--- config.mk ---
export PLATFORM = sky130hd
export DESIGN_NAME = fetch_unit_flat
export DESIGN_NICKNAME = d
export VERILOG_FILES = /design/src/rtl/fetch_unit_if.sv /design/src/rtl/fetch_unit.sv /design/src/flat_wrapper.sv
export SDC_FILE = /design/constraint.sdc
export NUM_CORES = 1
export LEC_CHECK = 0
export ABC_AREA = 1
export BUFFER_PORTS_ARGS = -buffer_cell sky130_fd_sc_hd__buf_2
export CAP_MARGIN = 15
export CORE_MARGIN = 3
export CORE_UTILIZATION = 25
export CTS_CLUSTER_DIAMETER = 50
export DETAILED_ROUTE_END_ITERATION = 16
export HOLD_SLACK_MARGIN = 0.1
export SYNTH_ARGS = -nofsm -noshare
export SYNTH_HDL_FRONTEND = slang
export SYNTH_SLANG_ARGS = --single-unit
--- constraint.sdc ---
create_clock -name clk -period 2.3 [get_ports clk]
set_input_delay 0.23 -clock clk [delete_from_list [all_inputs] [get_ports clk]]
set_output_delay 0.23 -clock clk [all_outputs]
set_load 0.005 [all_outputs]
--- src/rtl/fetch_unit_if.sv ---
// Instruction-memory request/response bus between the fetch stage and imem.
// The fetch stage is the master: it issues a word address and receives data.
interface fetch_unit_if;
  logic        imem_req_valid;
  logic        imem_req_ready;
  logic [31:0] imem_addr;
  logic        imem_rsp_valid;
  logic [31:0] imem_rsp_data;

  modport master (
    output imem_req_valid,
    output imem_addr,
    input  imem_req_ready,
    input  imem_rsp_valid,
    input  imem_rsp_data
  );

  modport slave (
    input  imem_req_valid,
    input  imem_addr,
    output imem_req_ready,
    output imem_rsp_valid,
    output imem_rsp_data
  );
endinterface

--- src/rtl/fetch_unit.sv ---
// Instruction-fetch stage: holds the PC, fetches one word at a time from
// instruction memory, presents it to decode until accepted, applies the
// taken-branch redirect and counts retired instructions.
module fetch_unit #(
  parameter logic [31:0] RESET_PC  = 32'h0000_0000,
  parameter logic [31:0] NOP_INSTR = 32'h0000_0013
) (
  input  logic         clk,
  input  logic         rst_n,
  fetch_unit_if.master imem,
  output logic         instr_valid,
  input  logic         instr_ready,
  output logic [31:0]  instr,
  output logic [31:0]  instr_pc,
  output logic [6:0]   op,
  input  logic         pc_src,
  input  logic [31:0]  pc_target,
  output logic [31:0]  instret
);

  typedef enum logic [1:0] {BOOT, ISSUE, WAIT, HOLD} state_t;

  state_t      state_reg, state_next;
  logic [31:0] pc_reg, pc_next;
  logic [31:0] instr_reg, instr_next;
  logic [31:0] instr_pc_reg, instr_pc_next;
  logic [31:0] instret_reg, instret_next;
  logic        instr_valid_reg, instr_valid_next;

  // FSM state register; reset abandons any in-flight request.
  always_ff @(posedge clk) begin
    if (!rst_n) state_reg <= BOOT;
    else        state_reg <= state_next;
  end

  // PC, held instruction and retirement counter registers.
  always_ff @(posedge clk) begin
    if (!rst_n) begin
      pc_reg          <= RESET_PC;
      instr_reg       <= NOP_INSTR;
      instr_pc_reg    <= 32'h0000_0000;
      instret_reg     <= 32'h0000_0000;
      instr_valid_reg <= 1'b0;
    end else begin
      pc_reg          <= pc_next;
      instr_reg       <= instr_next;
      instr_pc_reg    <= instr_pc_next;
      instret_reg     <= instret_next;
      instr_valid_reg <= instr_valid_next;
    end
  end

  // Next-state and request logic; responses outside WAIT are dropped.
  always_comb begin
    state_next          = state_reg;
    pc_next             = pc_reg;
    instr_next          = instr_reg;
    instr_pc_next       = instr_pc_reg;
    instret_next        = instret_reg;
    instr_valid_next    = instr_valid_reg;
    imem.imem_req_valid = 1'b0;
    case (state_reg)
      BOOT: state_next = ISSUE;
      ISSUE: begin
        imem.imem_req_valid = 1'b1;
        if (imem.imem_req_ready) state_next = WAIT;
      end
      WAIT: begin
        if (imem.imem_rsp_valid) begin
          instr_next       = imem.imem_rsp_data;
          instr_pc_next    = pc_reg;
          instr_valid_next = 1'b1;
          state_next       = HOLD;
        end
      end
      HOLD: begin
        if (instr_ready) begin
          // Target low bits are dropped to keep fetches word aligned.
          pc_next          = pc_src ? {pc_target[31:2], 2'b00} : pc_reg + 32'd4;
          instret_next     = instret_reg + 32'd1;
          instr_valid_next = 1'b0;
          instr_next       = NOP_INSTR;
          state_next       = ISSUE;
        end
      end
      default: state_next = BOOT;
    endcase
  end

  // The address is the PC itself, so it is stable for as long as ISSUE waits.
  assign imem.imem_addr = pc_reg;
  assign op             = instr_reg[6:0];
  assign instr          = instr_reg;
  assign instr_pc       = instr_pc_reg;
  assign instr_valid    = instr_valid_reg;
  assign instret        = instret_reg;

endmodule

--- src/flat_wrapper.sv ---
// flat-port wrapper written by rule: the top's interface ports become plain ports
module fetch_unit_flat 
#(
  parameter logic [31:0] RESET_PC  = 32'h0000_0000,
  parameter logic [31:0] NOP_INSTR = 32'h0000_0013
)
  (clk, rst_n, instr_valid, instr_ready, instr, instr_pc, op, pc_src, pc_target, instret, imem_imem_req_valid, imem_imem_addr, imem_imem_req_ready, imem_imem_rsp_valid, imem_imem_rsp_data);
  fetch_unit_if imem_i ();
  input  logic clk;
  input  logic rst_n;
  output logic instr_valid;
  input  logic instr_ready;
  output logic [31:0] instr;
  output logic [31:0] instr_pc;
  output logic [6:0] op;
  input  logic pc_src;
  input  logic [31:0] pc_target;
  output logic [31:0] instret;
  output wire logic [$bits(imem_i.imem_req_valid)-1:0] imem_imem_req_valid;
  output wire logic [$bits(imem_i.imem_addr)-1:0] imem_imem_addr;
  input wire logic [$bits(imem_i.imem_req_ready)-1:0] imem_imem_req_ready;
  input wire logic [$bits(imem_i.imem_rsp_valid)-1:0] imem_imem_rsp_valid;
  input wire logic [$bits(imem_i.imem_rsp_data)-1:0] imem_imem_rsp_data;
  assign imem_imem_req_valid = imem_i.imem_req_valid;
  assign imem_imem_addr = imem_i.imem_addr;
  assign imem_i.imem_req_ready = imem_imem_req_ready;
  assign imem_i.imem_rsp_valid = imem_imem_rsp_valid;
  assign imem_i.imem_rsp_data = imem_imem_rsp_data;
  fetch_unit #(.RESET_PC(RESET_PC), .NOP_INSTR(NOP_INSTR)) u_core (.clk(clk), .rst_n(rst_n), .imem(imem_i), .instr_valid(instr_valid), .instr_ready(instr_ready), .instr(instr), .instr_pc(instr_pc), .op(op), .pc_src(pc_src), .pc_target(pc_target), .instret(instret));
endmodule
==> results.py <==
metrics = {
    "outcome": {
        "status": "complete, no violations",
    },
    "timing": {
        "post-route-min-period_ps": 1830,
        "fin_crit_sh_pct": 79.7,
        "hold_viol_final": 0,
        "timing.hold.ws_ps": 122,
        "tns_ps": 0,
        "setup_violations": 0,
        "finalClockSkew_ps": 11.9,
        "relSlewSlack_pct": 62.2,
        "slew_violations": 0,
        "fmax_mhz": 546,
        "worstMarginPinSlew_ps": 566,
        "rsz0062_at_grt": "no",
    },
    "setup_path": {
        "r2r_slack_ps": 470,
        "r2r-end": "u_core.instret[20]",
        "crit_slowest_cell": "dfxtp_1",
        "crit_type": "flop to flop",
        "critPathMaxStageDelay_ps": 380,
        "crit_top_cell": "nand2_1",
        "end_kind": "flop",
        "path_cells": "ha_1 > nand2_2 > clkinv_1 > buf_4 > nand2_1 > nor3_4 > nand2_1 > xor2_1 > nor2_1",
        "crit_family": "simple AND/OR/NAND/NOR gates",
        "crit_required_ps": 2590,
        "cp_max_fo": 8,
        "arrival_ps": 2120,
        "worstSetupStartpointType": "flop",
        "rr_worst_depth": 9,
        "worst-path-buf-inv": 2,
        "r2r-start": "u_core.state_reg[0]",
    },
    "floorplan": {
        "die_h_um": 164,
        "die_area_sq_mm": 0.0270,
        "num_io_pins": 207,
        "fp.coreArea_sq_mm": 0.0245,
        "start_util_pct": 25.6,
        "die_width_um": 164,
        "rows": 57,
    },
    "cells_and_area": {
        "final_core_util_pct": 34.8,
        "regArea_sq_mm": 0.00254,
        "drive_gt1_share_pct": 22.8,
        "nets": 1256,
        "multiInputGateArea_sq_mm": 0.00325,
        "synthToLayoutAreaGrowth_pct": 35.6,
        "fillers": 2673,
    },
    "cts": {
        "htree_levels": 4,
        "cts_buffers": 17,
        "cts_max_path_buffers": 2,
        "insertion_delay_ps": 430,
        "clkTransAtPathRegs_ps": 60,
        "cts-root-buf": "clkbuf_16",
        "clock-sinks": 127,
        "cts_tree": "built",
        "cts_hold_buf": 32,
        "cts_setup_buffers": 0,
        "cts_resized": 0,
    },
    "hold_path": {
        "min_to": "u_core.imem.imem_addr[2]",
        "hold_depth": 3,
        "worstHoldStart": "pc_target[2]",
        "hold_class": "input pin to flop",
    },
    "grt": {
        "track_usage_pct": 15.4,
        "grt_pass1_vias": 6315,
        "grt_pass1_wl_um": 32900,
        "grt_max_degree": 56,
        "use_met1_pct": 20.1,
        "grtUsageMet2_pct": 24.4,
        "grtUsageMet3_pct": 3.76,
        "grt_overflow": 0,
        "antenna_found_initial": 0,
        "grt_most_used_layer": "met2",
    },
    "synthesis": {
        "synth_cells": 958,
        "synth_top_area_share_pct": 40.5,
        "synthesis.area_sq_mm": 0.00627,
        "synth_top_cells_by_area": "dfxtp_1, nand2_1, nor2_1, a21oi_1, o21ai_0",
        "netlist_top_cells_count": "nand2_1, nor2_1, dfxtp_1",
        "ys_ff_latch": 127,
        "synthFlopType": "dfxtp_1",
        "synth_most_common_cell": "nand2_1",
        "synth-edff-count": 0,
        "yosysWarnings": 0,
        "yosys.area.top_type": "dfxtp_1",
        "async_flop_share_pct": 0,
        "synth_area_per_cell_sq_um": 6.55,
        "ys_types": 38,
        "synth-seq-area-share_pct": 40.5,
    },
    "pwr": {
        "ir_drop_uv": 350,
        "clkPwrFrac_pct": 42.3,
        "finalPower_mw": 6.46,
        "p_sw_mw": 1.94,
        "intPower_mw": 4.53,
        "p_comb_share_pct": 18.3,
        "power_leakage_nw": 3.53,
        "power.density_mw_per_mm2": 760,
        "p_seq_share_pct": 39.4,
        "swShare_pct": 30.0,
    },
    "drt": {
        "via_count": 6795,
        "drtPass1Iterations": 5,
        "vias_per_cell": 4.47,
        "drt_wl_total_um": 21100,
        "ant_nets": 0,
        "wl_per_cell_um": 13.9,
        "drtIter0Drc": 431,
        "drcViolationCount": 0,
    },
    "place": {
        "portBuffers": 200,
        "dpl.hpwl_um": 15500,
        "gp_congestion": 0.912,
    },
    "run": {
        "drv_cap": 0,
    },
}
-- routing by layer --
layer	vias to the layer above	share of wire (%)
met3	36	5.7
met2	187	46
li1	3504	-
met5	-	0
met1	3068	45
met4	0	2.9
-- how the worst max path moves through the flow --
stage,start,endpoint,depth (start not counted)
after CTS,u_core.state_reg[0],u_core.instret[23],11
after global routing,u_core.state_reg[0],u_core.instret[22],8
after floorplan,u_core.state_reg[0],u_core.instret[27],10
after global placement,u_core.state_reg[0],u_core.instret[20],9
final,u_core.state_reg[0],u_core.instret[20],9
after detailed placement,u_core.state_reg[0],u_core.instret[20],9
-- power groups by stage --
stage | Clock (mW) | Sequential [mW] | Combinational (mW)
floorplan | 0 | 2.59 | 0.657
detailed placement | 0 | 2.59 | 1.14
global placement | 0 | 2.59 | 1.13
CTS | 2.82 | 2.55 | 1.19
global route | 2.88 | 2.58 | 1.34
finish | 2.73 | 2.55 | 1.18
-- cell families after synthesis --
logic type | synth area share, %
adder cells (fa/ha/maj) | 0.998
other | 0.0598
buffers and inverters | 7.90
AND/OR/NAND/NOR | 34.7
XOR/XNOR | 1.26
AO/OA/AOI/OAI | 14.5
flip-flops | 40.5
-- tightest hold or removal path, stage by stage --
cell and delay, ps:
buf_2 80, o21ai_0 70, a21oi_1 130
-- per-stage QoR --
| step | area [sq um] | std cells | worst slack, ps |
|---|---|---|---|
| floorplan | 6280 | 961 | 777 |
| global placement | 7590 | 1454 | 484 |
| finish | 8500 | 1519 | 467 |
| detailed placement | 7590 | 1454 | 462 |
| CTS | 8500 | 1518 | 439 |
| global route | 8500 | 1518 | 253 |
-- cells in the final DEF (no fill, tap or decap), drive strengths merged, types with 9 or more instances in the layout --
master / n
nand2: 301
buf: 217
nor2: 152
dfxtp: 127
a21oi: 100
inv: 69
o21ai: 61
nand3: 43
dlygate4sd3: 32
clkbuf: 19
clkinv: 11
nor3: 9
-- layout make-up --
cell class / count / area share [%]
sequential: 127 / 29.9
tap: 324 / 4.77
antenna: 1 / 0.0294
multi-input combinational: 715 / 38.2
inverter: 71 / 3.13
timing repair buffer: 249 / 17.0
clock inverter: 13 / 1.63
clock buffer: 19 / 5.33
Power figures use the tool's default switching activity.
